File: src/rtl/regfile_wr_demux.sv
// rtl/regfile_wr_demux.sv - queued 1-to-32 register-file write demux, x0 hardwired to zero
// Optional sticky x0-write flag output enabled by macro RF_X0_WRITE_FLAG_EN.
module regfile_wr_demux #(
  parameter int XLEN  = 32,
  parameter int DEPTH = 2
) (
  input  logic               i_clk,
  input  logic               i_rst,
  input  logic               i_wr_valid,
  output logic               o_wr_ready,
  input  logic [4:0]         i_wr_addr,
  input  logic [XLEN-1:0]    i_wr_data,
  input  logic               i_wr_hold,
  output logic [31:0]        o_we_onehot,
  output logic [32*XLEN-1:0] o_regs_flat,
`ifdef RF_X0_WRITE_FLAG_EN
  output logic               o_x0_wr_flag,
`endif
  output logic               o_busy
);

  localparam logic [1:0] FULL = 2'(DEPTH);

  logic [XLEN-1:0] r_regs [31:1];
  logic [4:0]      r_q_addr [2];
  logic [XLEN-1:0] r_q_data [2];
  logic            r_head;
  logic            r_tail;
  logic [1:0]      r_count;
  logic [31:0]     r_we_onehot;

  logic            w_push;
  logic            w_pop;
  logic [4:0]      w_head_addr;
  logic [XLEN-1:0] w_head_data;
  logic [31:0]     w_dec;

  assign o_wr_ready  = (r_count < FULL);
  assign o_busy      = (r_count != 2'd0);
  assign w_push      = i_wr_valid & o_wr_ready;
  assign w_pop       = o_busy & ~i_wr_hold;
  assign w_head_addr = r_q_addr[r_head];
  assign w_head_data = r_q_data[r_head];
  assign w_dec       = 32'd1 << w_head_addr;
  assign o_we_onehot = r_we_onehot;

  // Queue payload needs no reset: count gates every read of it.
  always_ff @(posedge i_clk) begin
    if (w_push && !i_rst) begin
      r_q_addr[r_tail] <= i_wr_addr;
      r_q_data[r_tail] <= i_wr_data;
    end
  end

  always_ff @(posedge i_clk) begin
    if (i_rst) begin
      r_head      <= 1'b0;
      r_tail      <= 1'b0;
      r_count     <= 2'd0;
      r_we_onehot <= 32'd0;
    end else begin
      if (w_push) r_tail <= ~r_tail;
      if (w_pop)  r_head <= ~r_head;
      unique case ({w_push, w_pop})
        2'b10:   r_count <= r_count + 2'd1;
        2'b01:   r_count <= r_count - 2'd1;
        default: r_count <= r_count;
      endcase
      r_we_onehot <= w_pop ? {w_dec[31:1], 1'b0} : 32'd0;
    end
  end

  always_ff @(posedge i_clk) begin
    if (i_rst) begin
      for (int i = 1; i < 32; i++) r_regs[i] <= '0;
    end else if (w_pop && (w_head_addr != 5'd0)) begin
      r_regs[w_head_addr] <= w_head_data;
    end
  end

  assign o_regs_flat[XLEN-1:0] = '0;
  for (genvar g = 1; g < 32; g++) begin : g_flat
    assign o_regs_flat[g*XLEN +: XLEN] = r_regs[g];
  end

`ifdef RF_X0_WRITE_FLAG_EN
  logic r_x0_flag;
  always_ff @(posedge i_clk) begin
    if (i_rst)                                   r_x0_flag <= 1'b0;
    else if (w_pop && (w_head_addr == 5'd0))     r_x0_flag <= 1'b1;
  end
  assign o_x0_wr_flag = r_x0_flag;
`endif

endmodule

File: config.mk
export PLATFORM = sky130hd
export DESIGN_NAME = regfile_wr_demux
export DESIGN_NICKNAME = d
export VERILOG_FILES = /design/src/rtl/regfile_wr_demux.sv
export SDC_FILE = /design/constraint.sdc
export NUM_CORES = 1
export LEC_CHECK = 0
export ABC_CLOCK_PERIOD_IN_PS = 5130
export CELL_PAD_IN_SITES_DETAIL_PLACEMENT = 0
export CELL_PAD_IN_SITES_GLOBAL_PLACEMENT = 1
export CORE_AREA = 10 10 420 422
export CTS_CLUSTER_DIAMETER = 80
export DETAILED_ROUTE_END_ITERATION = 10
export DIE_AREA = 0 0 430 432
export GPL_TIMING_DRIVEN = 1
export PLACE_DENSITY_LB_ADDON = 0.1
export SLEW_MARGIN = 20
export SYNTH_ARGS = -nofsm -noshare
export SYNTH_HDL_FRONTEND = slang
export SYNTH_SLANG_ARGS = --single-unit
File: constraint.sdc
create_clock -name i_clk -period 5.13 [get_ports i_clk]
set_input_delay 0.7695 -clock i_clk [delete_from_list [all_inputs] [get_ports i_clk]]
set_output_delay 0.7695 -clock i_clk [all_outputs]
set_load 0.01 [all_outputs]
Word-level counts from Yosys, hierarchy flattened
Memories as Yosys holds them, arrays and structs flattened. A register that Yosys moved wholly into a read port is not among the register bits.
Cells that the tools add are included.
Widths: inputs -> output; s select.
{ "word_totals": {"regBits": 36, "ramBits": 1066, "input_bits": 41, "out_inout_bits": 1058, "mem_count": 3} }
{ "op_classes": {"addsub": 2, "n_lt_le_gt_ge": 1, "eq_ne": 2, "shift": 1, "n_mux": 15, "n_bitwise": 6, "n_reduce_logical": 8} }
{ "mem_list": {"columns": ["name", "depth", "width", "read_ports", "rd_clocked_by_memory_dff", "write_ports", "line", "text"], "rows": [
  ["r_regs", 31, 32, 31, 0, 31, "24", "logic [XLEN-1:0] r_regs [31:1];"],
  ["r_q_data", 2, 32, 1, 1, 1, "26", "logic [XLEN-1:0] r_q_data [2];"],
  ["r_q_addr", 2, 5, 1, 1, 1, "25", "logic [4:0] r_q_addr [2];"]
]} }
{ "ops": {"columns": ["cell", "count"], "rows": [
  ["$mux 32", 1],
  ["$reduce_or 32->1", 1],
  ["$shl 1x5->32 const A", 1],
  ["$mux 1", 12],
  ["$mux 5", 1],
  ["$reduce_bool 5->1", 1],
  ["$not 1->1", 4],
  ["$pmux 2 s2", 1],
  ["$reduce_bool 2->1", 2],
  ["$add 2x1->2 const B", 1],
  ["$and 1x1->1", 2],
  ["$eq 2x1->1 const B", 1],
  ["$eq 2x2->1 const B", 1],
  ["$logic_and 1x1->1", 2],
  ["$lt 2x2->1 const B", 1],
  ["$reduce_or 2->1", 1],
  ["$sub 2x1->2 const B", 1],
  ["$logic_not 1->1", 1]
]} }

Longest topological paths before layout
Gate-level depths: netlist of the first run.
{ "logic_depth": {"word_depth": 8, "depth_mapped": 8, "depth_no_buf": 5} }

Worst setup path after synthesis of the first run
Ideal clock, no wire load.
{ "synth_path": {"kind": "in2reg", "from": "input i_rst", "to": "memory r_regs[24][0], enable pin", "arrival_ns": 4.032, "required_time_ns": 4.660, "setup_slack_ns": 0.628, "stages": 6, "path_buffers": 3, "cell_sequence": "buf_2 > inv_1 > buf_2 > nand3_1 > clkbuf_1 > o31ai_1"} }
{ "synth_rtl": {"columns": ["item", "line", "text"], "rows": [
  ["from (decl)", "8", "input logic i_rst,"],
  ["to (decl)", "24", null]
]} }

==> summary.txt, run 1 <==
Floorplan
  – Die area: 0.186 mm²
  – Starting Density: 0.241
  – Core area: 0.168 mm²
  – Die span in x: 430 µm
  – Num ports: about 1100
  – Standard-cell row count: 151
  – Die Ht: 432 µm

Setup path
  – Cell family with most CP delay: buffers and inverters
  – Crit Path Max Fanout: 35
  – Reg2Reg Depth: 6
  – CP Buf/Inv Count: 3
  – Crit path cell chain: buf_4 > mux2_2 > nand3_2 > buf_4 > o31ai_4 > buf_4
  – Critical Path Source Type: flop
  – Worst endpoint required time: 5.51 ns
  – Reg2Reg Setup Slack: 1.61 ns
  – CP max stage cell: dfxtp_2
  – Most used cell, CP: buf_4
  – WP data arrival: 3.90 ns
  – Type of the worst setup path: flop to flop
  – Crit path capture type: flop
  – R2R Path End: r_regs[15][15]$_SDFFCE_PN0P_
  – CP max stage delay: 0.61 ns

STA
  – Final period utilization: 0.685
  – Max Slew Vio Count: 0
  – Rel. slew slack: 0.248
  – Final setup fails: 0
  – Unrepaired setup endpoints after global routing: false
  – Hold slack: roughly 0.53 ns
  – Setup ws final: 1.61 ns
  – Slew of the pin with the lowest slew margin: between 1 and 1.5 ns
  – Clk_skew: 0.0310 ns
  – Final hold vios: 0
  – Fmax: roughly 280 MHz
  – TNS Setup: 0 ns
  – Clock period minus worst slack: 3.52 ns

Clocking
  – CTS Buf Count: 139
  – Clock latency on the worst-skew pair: between 0.7 and 0.8 ns
  – Cts hold-fix bufs: 0
  – Clock Pin Slew Worst Setup and Hold Paths: approximately 0.050 ns
  – CTS resizes: 0
  – CTS H-tree lvls: 4
  – Postcts setup bufs: 0
  – Max clock buf depth: 3
  – Clock Sinks: 1102
  – Clk root buf: clkbuf_16
  – TritonCTS clock tree: yes

Synthesis
  – Synth cell count leaders: 1066 x edfxtp_1, 716 x nor2_1, 320 x nor3_1, 131 x clkbuf_1, 78 x buf_2
  – Yosys top cell area share: 0.788
  – Seq cells post-synth: 1102
  – Syn_area_per_cell: 15.6 µm²
  – Syn Inst Count: 2610
  – Cell Area, Synth: 0.0406 mm²
  – Main flop type after synthesis: edfxtp_1
  – Fraction of registers with async set/reset: 0
  – Count leader, synth: edfxtp_1
  – Synth area leaders: edfxtp_1 79%, nor2_1 6.6%, nor3_1 3.9%, dfxtp_1 1.8%, nand4_4 1.5%
  – Syn. warnings: 0
  – Post-synth top area cell: edfxtp_1
  – Post-synthesis sequential area ratio: 0.806
  – Synth cell types: 43
  – EDFF count, synth: 1066

Drt
  – Vias: ~27000
  – Via/cell ratio: 4.48
  – Final WL: 200000 µm
  – Antenna-violating nets left: 0
  – Initial DRT Pass Iterations: 6
  – DRC viols: 0
  – Initial DRC Count: between 2000 and 2500
  – Avg WL per Cell: 33.4 µm

Final layout
  – Share of layout cells above drive strength 1: 0.113
  – # nets final: 3718
  – Area added between synthesis and finish: 44.6%

Global routing
  – First-pass GRT wire length: 264000 µm
  – Total track usage: 0.207
  – Number of global-route vias before repair: 26940
  – GRT Residual Overflow: 0
  – Largest net degree at the start of global routing: 95
  – Initial antenna violation count: 27

Placement
  – Port Buffers: roughly 1100
  – DP Wirelength: 139000 µm
  – GPL Wtd Cong: 0.770
  – Pre-CTS WS: a little over 1 ns

Power
  – Worst vdd ir: 0.350 mV
  – Pleak: between 15 and 20 nW
  – PD cells: 407 mW/mm²

Worst hold path
  – Hold-critical path endpoint: r_head$_SDFFE_PP0P_
  – Hold Crit Class: flop to flop
  – HP Start: r_head$_SDFFE_PP0P_
  – Worst hold stages: 2

Flow run
  – Max Cap Violations: 0

Outcome
  – Outcome: finished clean
[routing by layer]
layer,up-vias,routed length [µm],track usage
met3,266,14200,0.0648
li1,11639,-,-
met1,13960,75300,0.232
met5,-,75,0
met2,997,104000,0.371
met4,10,7210,0.0719
[cells by family (layout without fill, tap and decap cells)]
family,after synthesis,after routing,synth area share
xor gates and xnor gates,4,4,0.000863
and+or+nand+nor,1126,1126,0.132
adders and majority gates,1,1,0.000308
DFF,1102,1102,0.806
AOI/OAI and AO/OA,86,86,0.0205
other,1,39,0.0000924
muxes,34,34,0.00971
buffers and inverters,256,1387,0.0303
[report_power, final]
part | switching, mW | leakage (nW) | total [mW] | internal [mW]
sequential | 0.182 | 11.2 | 10.5 | 10.3
combinational | 2.91 | 5.60 | 3.93 | 1.02
clock | 4.07 | 2.09 | 9.48 | 5.41
total | 7.16 | 18.9 | 23.9 | 16.7
[worst register-to-register path, stage by stage, from the launching register on]
cell and delay, ns:
dfxtp_2 0.61, buf_4 0.55, mux2_2 0.30, nand3_2 0.53
buf_4 0.45, o31ai_4 0.21, buf_4 0.46
[cells in the final DEF, fill, tap and decap left out, types with 3 or more instances in the layout]
cell and n:
nor3b_2 6, inv_16 4, buf_12 4, nor2_4 6
nand4_4 29, inv_6 4, clkinv_1 25, mux2_2 33
nor3_2 3, and3b_1 7, buf_4 76, bufinv_16 7
nor2_1 708, clkdlybuf4s50_1 1065, o31ai_4 31, clkinv_8 3
dfxtp_1 35, o211ai_4 3, diode_2 6, edfxtp_1 1066
clkbuf_16 139, clkinv_2 9, clkinv_16 5, nor3_1 319
conb_1 33, a22oi_2 30, clkbuf_1 38, o22ai_4 16
nand4_1 34
[per-stage QoR]
| stage | instance area (µm²) | util | power [mW] | std cells |
|---|---|---|---|---|
| floorplan | 40700 | - | 12.4 | 2642 |
| global placement | 54300 | 0.323 | 14.7 | 5751 |
| detailed placement | 54400 | 0.323 | 14.7 | 5753 |
| CTS | 58700 | 0.349 | 24.3 | 5991 |
| global route | 58700 | 0.349 | 24.7 | 5995 |
| finish | 58700 | 0.349 | 23.9 | 5997 |
[worst max path at each step]
stage           from                            to  slack [ns]  cells past startpoint
6_report        flop  r_regs[15][15]$_SDFFCE_PN0P_        1.61                      6
2_1_floorplan  i_rst   r_regs[24][0]$_SDFFCE_PN0P_        0.63                      6
5_1_grt         flop  r_regs[15][21]$_SDFFCE_PN0P_        1.40                      6
3_5_place_dp   i_rst  r_regs[13][15]$_SDFFCE_PN0P_        1.01                      6
4_1_cts         flop  r_regs[13][17]$_SDFFCE_PN0P_        1.53                      6
3_3_place_gp   i_rst   r_regs[1][17]$_SDFFCE_PN0P_        1.05                      6
[final cells by class]
type                    count  area (µm²)
diodes                      6        15.0
clock buffers             178        3630
clock inverters            60         692
fillers                 16380      110000
inverters                   2        15.0
multi-input cells        1284        7480
flip-flops and latches   1102       32700
well taps                2218        2780
repair buffers           1147       11400
[sequential cells by signal (all words and copies together), names as in the netlist, named ones only]
register and count:
r_regs 992, r_head 1, r_tail 1, o_we_onehot 31, r_q_addr 10, r_count 2, r_q_data 64
No activity file was read; power rests on OpenSTA's default activity.
==> inputs of run 2 (changes only) <==
- ABC_CLOCK_PERIOD_IN_PS: 5130 -> 3200
- CORE_AREA: 10 10 420 422 -> 10 10 418 420
- DIE_AREA: 0 0 430 432 -> 0 0 428 430
- clock period: 5.13 -> 3.2 ns (I/O delays scaled with it)
==> summary.txt, run 2 (synthesized netlist as in run 1, its figures left out) <==
Clocking
  – Clk root buf: clkbuf_16 (unchanged)
  – CTS Buf Count: 136 (was 139)
  – Clock Sinks: 1102 (unchanged)
  – TritonCTS clock tree: yes (unchanged)
  – Clock Pin Slew Worst Setup and Hold Paths: 0.06 ns (was 0.05 ns)
  – Postcts setup bufs: 0 (unchanged)
  – Max clock buf depth: 3 (unchanged)
  – CTS H-tree lvls: 4 (unchanged)
  – Cts hold-fix bufs: 0 (unchanged)
  – Clock latency on the worst-skew pair: 0.74 ns (was 0.76 ns)
  – CTS resizes: 0 (unchanged)

Final layout
  – Commonest non-fill, non-tap cell in the layout: edfxtp_1 (unchanged)
  – Share of layout cells above drive strength 1: 0.127 (was 0.113)
  – Area added between synthesis and finish: 46.5% (was 44.6%)
  – Commonest non-fill, non-tap cells in the layout: 1066 x edfxtp_1, 1065 x clkdlybuf4s50_1, 708 x nor2_1 (unchanged)
  – Multi-input logic area: 0.00748 mm² (about the same)
  – Number of flip-flops in the largest register: 992 (unchanged)
  – # nets final: 3772 (was 3718)
  – Fillers: 16215 (was 16380)
  – Largest Register: r_regs (unchanged)
  – Storage cell area: 0.0327 mm² (unchanged)

Setup path
  – Worst endpoint required time: 3.63 ns (was 5.51 ns)
  – Critical Path Source Type: flop (unchanged)
  – Crit Path Max Fanout: 40 (was 35)
  – CP max stage cell: dfxtp_2 (unchanged)
  – Crit path capture type: flop (unchanged)
  – CP max stage delay: 0.67 ns (was 0.61 ns)
  – Crit path cell chain: and3b_1 > nor2_4 > buf_4 > nor3_1 (was buf_4 > mux2_2 > nand3_2 > buf_4 > o31ai_4 > buf_4)
  – Reg2Reg Depth: 4 (was 6)
  – Type of the worst setup path: flop to flop (unchanged)
  – WP data arrival: 3.28 ns (was 3.90 ns)

STA
  – Final hold vios: 0 (unchanged)
  – Unrepaired setup endpoints after global routing: false (unchanged)
  – Hold slack: 0.320 ns (was 0.530 ns)
  – Max Slew Vio Count: 0 (unchanged)
  – Final period utilization: 0.889 (was 0.685)
  – Setup ws final: 0.355 ns (was 1.61 ns)
  – Rel. slew slack: 0.257 (was 0.248)
  – Clock period minus worst slack: 2.84 ns (was 3.52 ns)
  – Fmax: 352 MHz (was 284 MHz)
  – Clk_skew: 0.0247 ns (was 0.0310 ns)
  – Final setup fails: 0 (unchanged)
  – Slew of the pin with the lowest slew margin: 1.11 ns (was 1.12 ns)

Global routing
  – Initial antenna violation count: 40 (was 27)
  – Total track usage: 0.210 (was 0.207)
  – First-pass GRT wire length: 266000 µm (was 264000 µm)
  – GRT Residual Overflow: 0 (unchanged)
  – Number of global-route vias before repair: 27002 (was 26940)
  – Largest net degree at the start of global routing: 69 (was 95)

Drt
  – Vias: 27135 (was 26872)
  – Antenna-violating nets left: 0 (unchanged)
  – Final WL: 201000 µm (was 200000 µm)
  – Via/cell ratio: 4.49 (was 4.48)
  – DRC viols: 0 (unchanged)
  – Initial DRC Count: 2032 (was 2178)
  – Avg WL per Cell: 33.3 µm (was 33.4 µm)
  – Initial DRT Pass Iterations: 5 (was 6)

Power
  – PD cells: 640 mW/mm² (was 407 mW/mm²)
  – Total chip power: 38.1 mW (was 23.9 mW)
  – Worst vdd ir: 0.607 mV (was 0.350 mV)
  – Pleak: 19.3 nW (was 18.9 nW)

Floorplan
  – Num ports: 1099 (unchanged)
  – Core area: 0.166 mm² (was 0.168 mm²)
  – Die Ht: 430 µm (was 432 µm)
  – Standard-cell row count: 150 (was 151)
  – Die span in x: 428 µm (was 430 µm)
  – Starting Density: 0.244 (was 0.241)
  – Die area: 0.184 mm² (was 0.186 mm²)

Placement
  – DP Wirelength: 140000 µm (was 139000 µm)
  – GPL Wtd Cong: 0.761 (was 0.770)
  – Port Buffers: 1065 (unchanged)
  – Pre-CTS WS: 0.271 ns (was 1.01 ns)

Worst hold path
  – Worst hold stages: 1 (was 2)
  – Hold Crit Class: input port to flop (was flop to flop)

Flow run
  – Max Cap Violations: 0 (unchanged)

Outcome
  – Outcome: finished clean (unchanged)
[run 2: layer usage]
metal / wire length [µm] / GRT usage
met1: 77100 / 0.237
met2: 104000 / 0.378
met3: 13100 / 0.0643
met4: 6250 / 0.0657
met5: 85 / 0
[run 2: path summary, 6_finish.rpt]
| path | startpoint | endpoint | slack [ns] |
|---|---|---|---|
| worst max register to register | flop | r_regs[15][30]$_SDFFCE_PN0P_ | 0.36 |
| worst max-delay path | flop | r_regs[15][30]$_SDFFCE_PN0P_ | 0.36 |
| worst min register to register | r_head$_SDFFE_PP0P_ | r_head$_SDFFE_PP0P_ | 0.52 |
| worst min-delay path | i_wr_data[15] | r_q_data[1][15]$_DFFE_PP_ | 0.32 |
[run 2: worst max-delay path, delay by kind of cell, from the launching register on]
kind / cells / cell delay (ns)
and+or+nand+nor: 3 / 1.17
buffers and inverters: 1 / 0.65
DFF: 1 / 0.67
[run 2: through the flow]
stage          std cells  TNS, ns  cell area, µm²  utilization
2_1_floorplan       2642  -103.08           41000            -
3_3_place_gp        5794        0           55300        0.332
3_5_place_dp        5796        0           55300        0.333
4_1_cts             6033        0           59400        0.357
5_1_grt             6041        0           59500        0.358
6_report            6042        0           59500        0.358
[run 2: layout make-up]
type | count | area share
multi-input cells | 1284 | 0.126
flip-flops and latches | 1102 | 0.550
well taps | 2204 | 0.0464
clock buffers | 169 | 0.0600
repair buffers | 1204 | 0.207
inverters | 2 | 0.000253
clock inverters | 68 | 0.00953
diodes | 9 | 0.000379
[run 2: power breakdown]
part / switching (mW) / internal [mW]
clock: 6.35 / 8.28
combinational: 4.79 / 1.90
sequential: 0.277 / 16.5
total: 11.4 / 26.7
==> inputs of run 3 (changes only) <==
- HOLD_SLACK_MARGIN: unset -> 0.06
- SETUP_SLACK_MARGIN: unset -> 0.2
==> summary.txt, run 3 (synthesized netlist as in run 1, its figures left out) <==
Power
  – Worst vdd ir: 0.536 mV (was 0.607 mV)
  – Net Sw Power: 11.4 mW (about the same)
  – Switching Share: 0.299 (was 0.300)
  – Total chip power: 38.2 mW (was 38.1 mW)
  – Pleak: 19.3 nW (about the same)
  – Internal Pwr Total: 26.8 mW (was 26.7 mW)
  – Clock share of power: 0.386 (was 0.384)
  – Combinational fraction of design power: 0.175 (was 0.176)
  – PD cells: 641 mW/mm² (was 640 mW/mm²)
  – Sequential Power Share: 0.439 (was 0.440)

Drt
  – DRC viols: 0 (unchanged)
  – Antenna-violating nets left: 0 (unchanged)
  – Vias: 26893 (was 27135)
  – Avg WL per Cell: 33.0 µm (was 33.3 µm)
  – Initial DRT Pass Iterations: 5 (unchanged)
  – Via/cell ratio: 4.45 (was 4.49)
  – Final WL: 200000 µm (was 201000 µm)
  – Initial DRC Count: 1712 (was 2032)

STA
  – Max Slew Vio Count: 0 (unchanged)
  – Setup ws final: 0.472 ns (was 0.355 ns)
  – Rel. slew slack: 0.323 (was 0.257)
  – Slew of the pin with the lowest slew margin: 1.01 ns (was 1.11 ns)
  – Clock period minus worst slack: 2.73 ns (was 2.84 ns)
  – Clk_skew: 0.0222 ns (was 0.0247 ns)
  – Final period utilization: 0.853 (was 0.889)
  – Final hold vios: 0 (unchanged)
  – TNS Setup: 0 ns (unchanged)
  – Unrepaired setup endpoints after global routing: false (unchanged)
  – Final setup fails: 0 (unchanged)
  – Fmax: 367 MHz (was 352 MHz)

Clocking
  – TritonCTS clock tree: yes (unchanged)
  – Clock Pin Slew Worst Setup and Hold Paths: 0.06 ns (about the same)
  – Clk root buf: clkbuf_16 (unchanged)
  – CTS resizes: 0 (unchanged)
  – Clock latency on the worst-skew pair: 0.77 ns (was 0.74 ns)
  – Max clock buf depth: 3 (unchanged)
  – CTS Buf Count: 135 (was 136)
  – CTS H-tree lvls: 4 (unchanged)
  – Clock Sinks: 1102 (unchanged)
  – Postcts setup bufs: 0 (unchanged)
  – Cts hold-fix bufs: 0 (unchanged)

Global routing
  – Largest net degree at the start of global routing: 65 (was 69)
  – First-pass GRT wire length: 265000 µm (was 266000 µm)
  – GRT Residual Overflow: 0 (unchanged)
  – Total track usage: 0.210 (about the same)
  – Number of global-route vias before repair: 27424 (was 27002)
  – Initial antenna violation count: 27 (was 40)

Floorplan
  – Starting Density: 0.244 (unchanged)
  – Die Ht: 430 µm (unchanged)
  – Num ports: 1099 (unchanged)
  – Core area: 0.166 mm² (unchanged)
  – Die span in x: 428 µm (unchanged)
  – Standard-cell row count: 150 (unchanged)
  – Die area: 0.184 mm² (unchanged)

Setup path
  – Worst endpoint required time: 3.63 ns (about the same)
  – WP data arrival: 3.15 ns (was 3.28 ns)
  – Crit path capture type: flop (unchanged)
  – Critical Path Source Type: flop (unchanged)
  – Crit Path Max Fanout: 30 (was 40)
  – Type of the worst setup path: flop to flop (unchanged)

Final layout
  – Number of flip-flops in the largest register: 992 (unchanged)
  – Layout Cells excl Fill: 6045 (was 6042)
  – Commonest non-fill, non-tap cell in the layout: edfxtp_1 (unchanged)
  – Largest Register: r_regs (unchanged)
  – Share of layout cells above drive strength 1: 0.127 (about the same)
  – Commonest non-fill, non-tap cells in the layout: 1066 x edfxtp_1, 1065 x clkdlybuf4s50_1, 708 x nor2_1 (unchanged)
  – # nets final: 3773 (was 3772)
  – Area added between synthesis and finish: 46.7% (was 46.5%)

Placement
  – DP Cell Count: 5798 (was 5796)
  – DP Wirelength: 141000 µm (was 140000 µm)
  – Port Buffers: 1065 (unchanged)
  – GPL Wtd Cong: 0.787 (was 0.761)
  – Pre-CTS WS: 0.330 ns (was 0.271 ns)

Flow run
  – Max Cap Violations: 0 (unchanged)

Outcome
  – Outcome: finished clean (unchanged)

Worst hold path
  – Hold Crit Class: input port to flop (unchanged)
[run 3: power by group through the flow]
stage	clock network, mW	logic, mW	registers [mW]
after global placement	0	6.91	17.1
after global routing	15.7	7.01	16.8
after floorplan	0	2.67	17.3
after detailed placement	0	6.91	17.1
final	14.7	6.66	16.8
after CTS	15.2	6.93	16.8
[run 3: critical path, stage by stage (launching register included)]
cell and delay, ns:
dfxtp_2 0.46, nor3b_2 0.88, nor2_4 0.33, o31ai_4 0.38
buf_12 0.27
[run 3: path summary, 6_finish.rpt]
path	startpoint	end	slack, ns	cells past startpoint
hold reg to reg	r_head$_SDFFE_PP0P_	r_head$_SDFFE_PP0P_	0.53	2
setup reg to reg	flop	r_regs[21][18]$_SDFFCE_PN0P_	0.47	4
setup / recovery	flop	r_regs[21][18]$_SDFFCE_PN0P_	0.47	4
hold / removal	i_wr_data[5]	r_q_data[1][5]$_DFFE_PP_	0.30	1
[run 3: final cells by class]
| cell class | instances | area (µm²) |
|---|---|---|
| Antenna cell | 9 | 22.5 |
| Clock buffer | 169 | 3610 |
| Clock inverter | 69 | 568 |
| Fill cell | 16110 | 107000 |
| Inverter | 2 | 15.0 |
| Multi-Input combinational cell | 1284 | 7480 |
| Sequential cell | 1102 | 32700 |
| Tap cell | 2204 | 2760 |
| Timing Repair Buffer | 1206 | 12400 |
[run 3: layer usage]
metal,GRT usage,part of all wire
met1,0.233,0.38
met2,0.379,0.53
met5,0,0.00068
met3,0.0600,0.062
met4,0.0754,0.033
[run 3: through the flow]
stage | utilization | hold slack [ns] | instance area [µm²]
2_1_floorplan | - | 0.481 | 41200
3_3_place_gp | 0.333 | 0.498 | 55300
3_5_place_dp | 0.333 | 0.523 | 55400
4_1_cts | 0.358 | 0.221 | 59500
5_1_grt | 0.358 | 0.252 | 59600
6_report | 0.358 | 0.299 | 59600
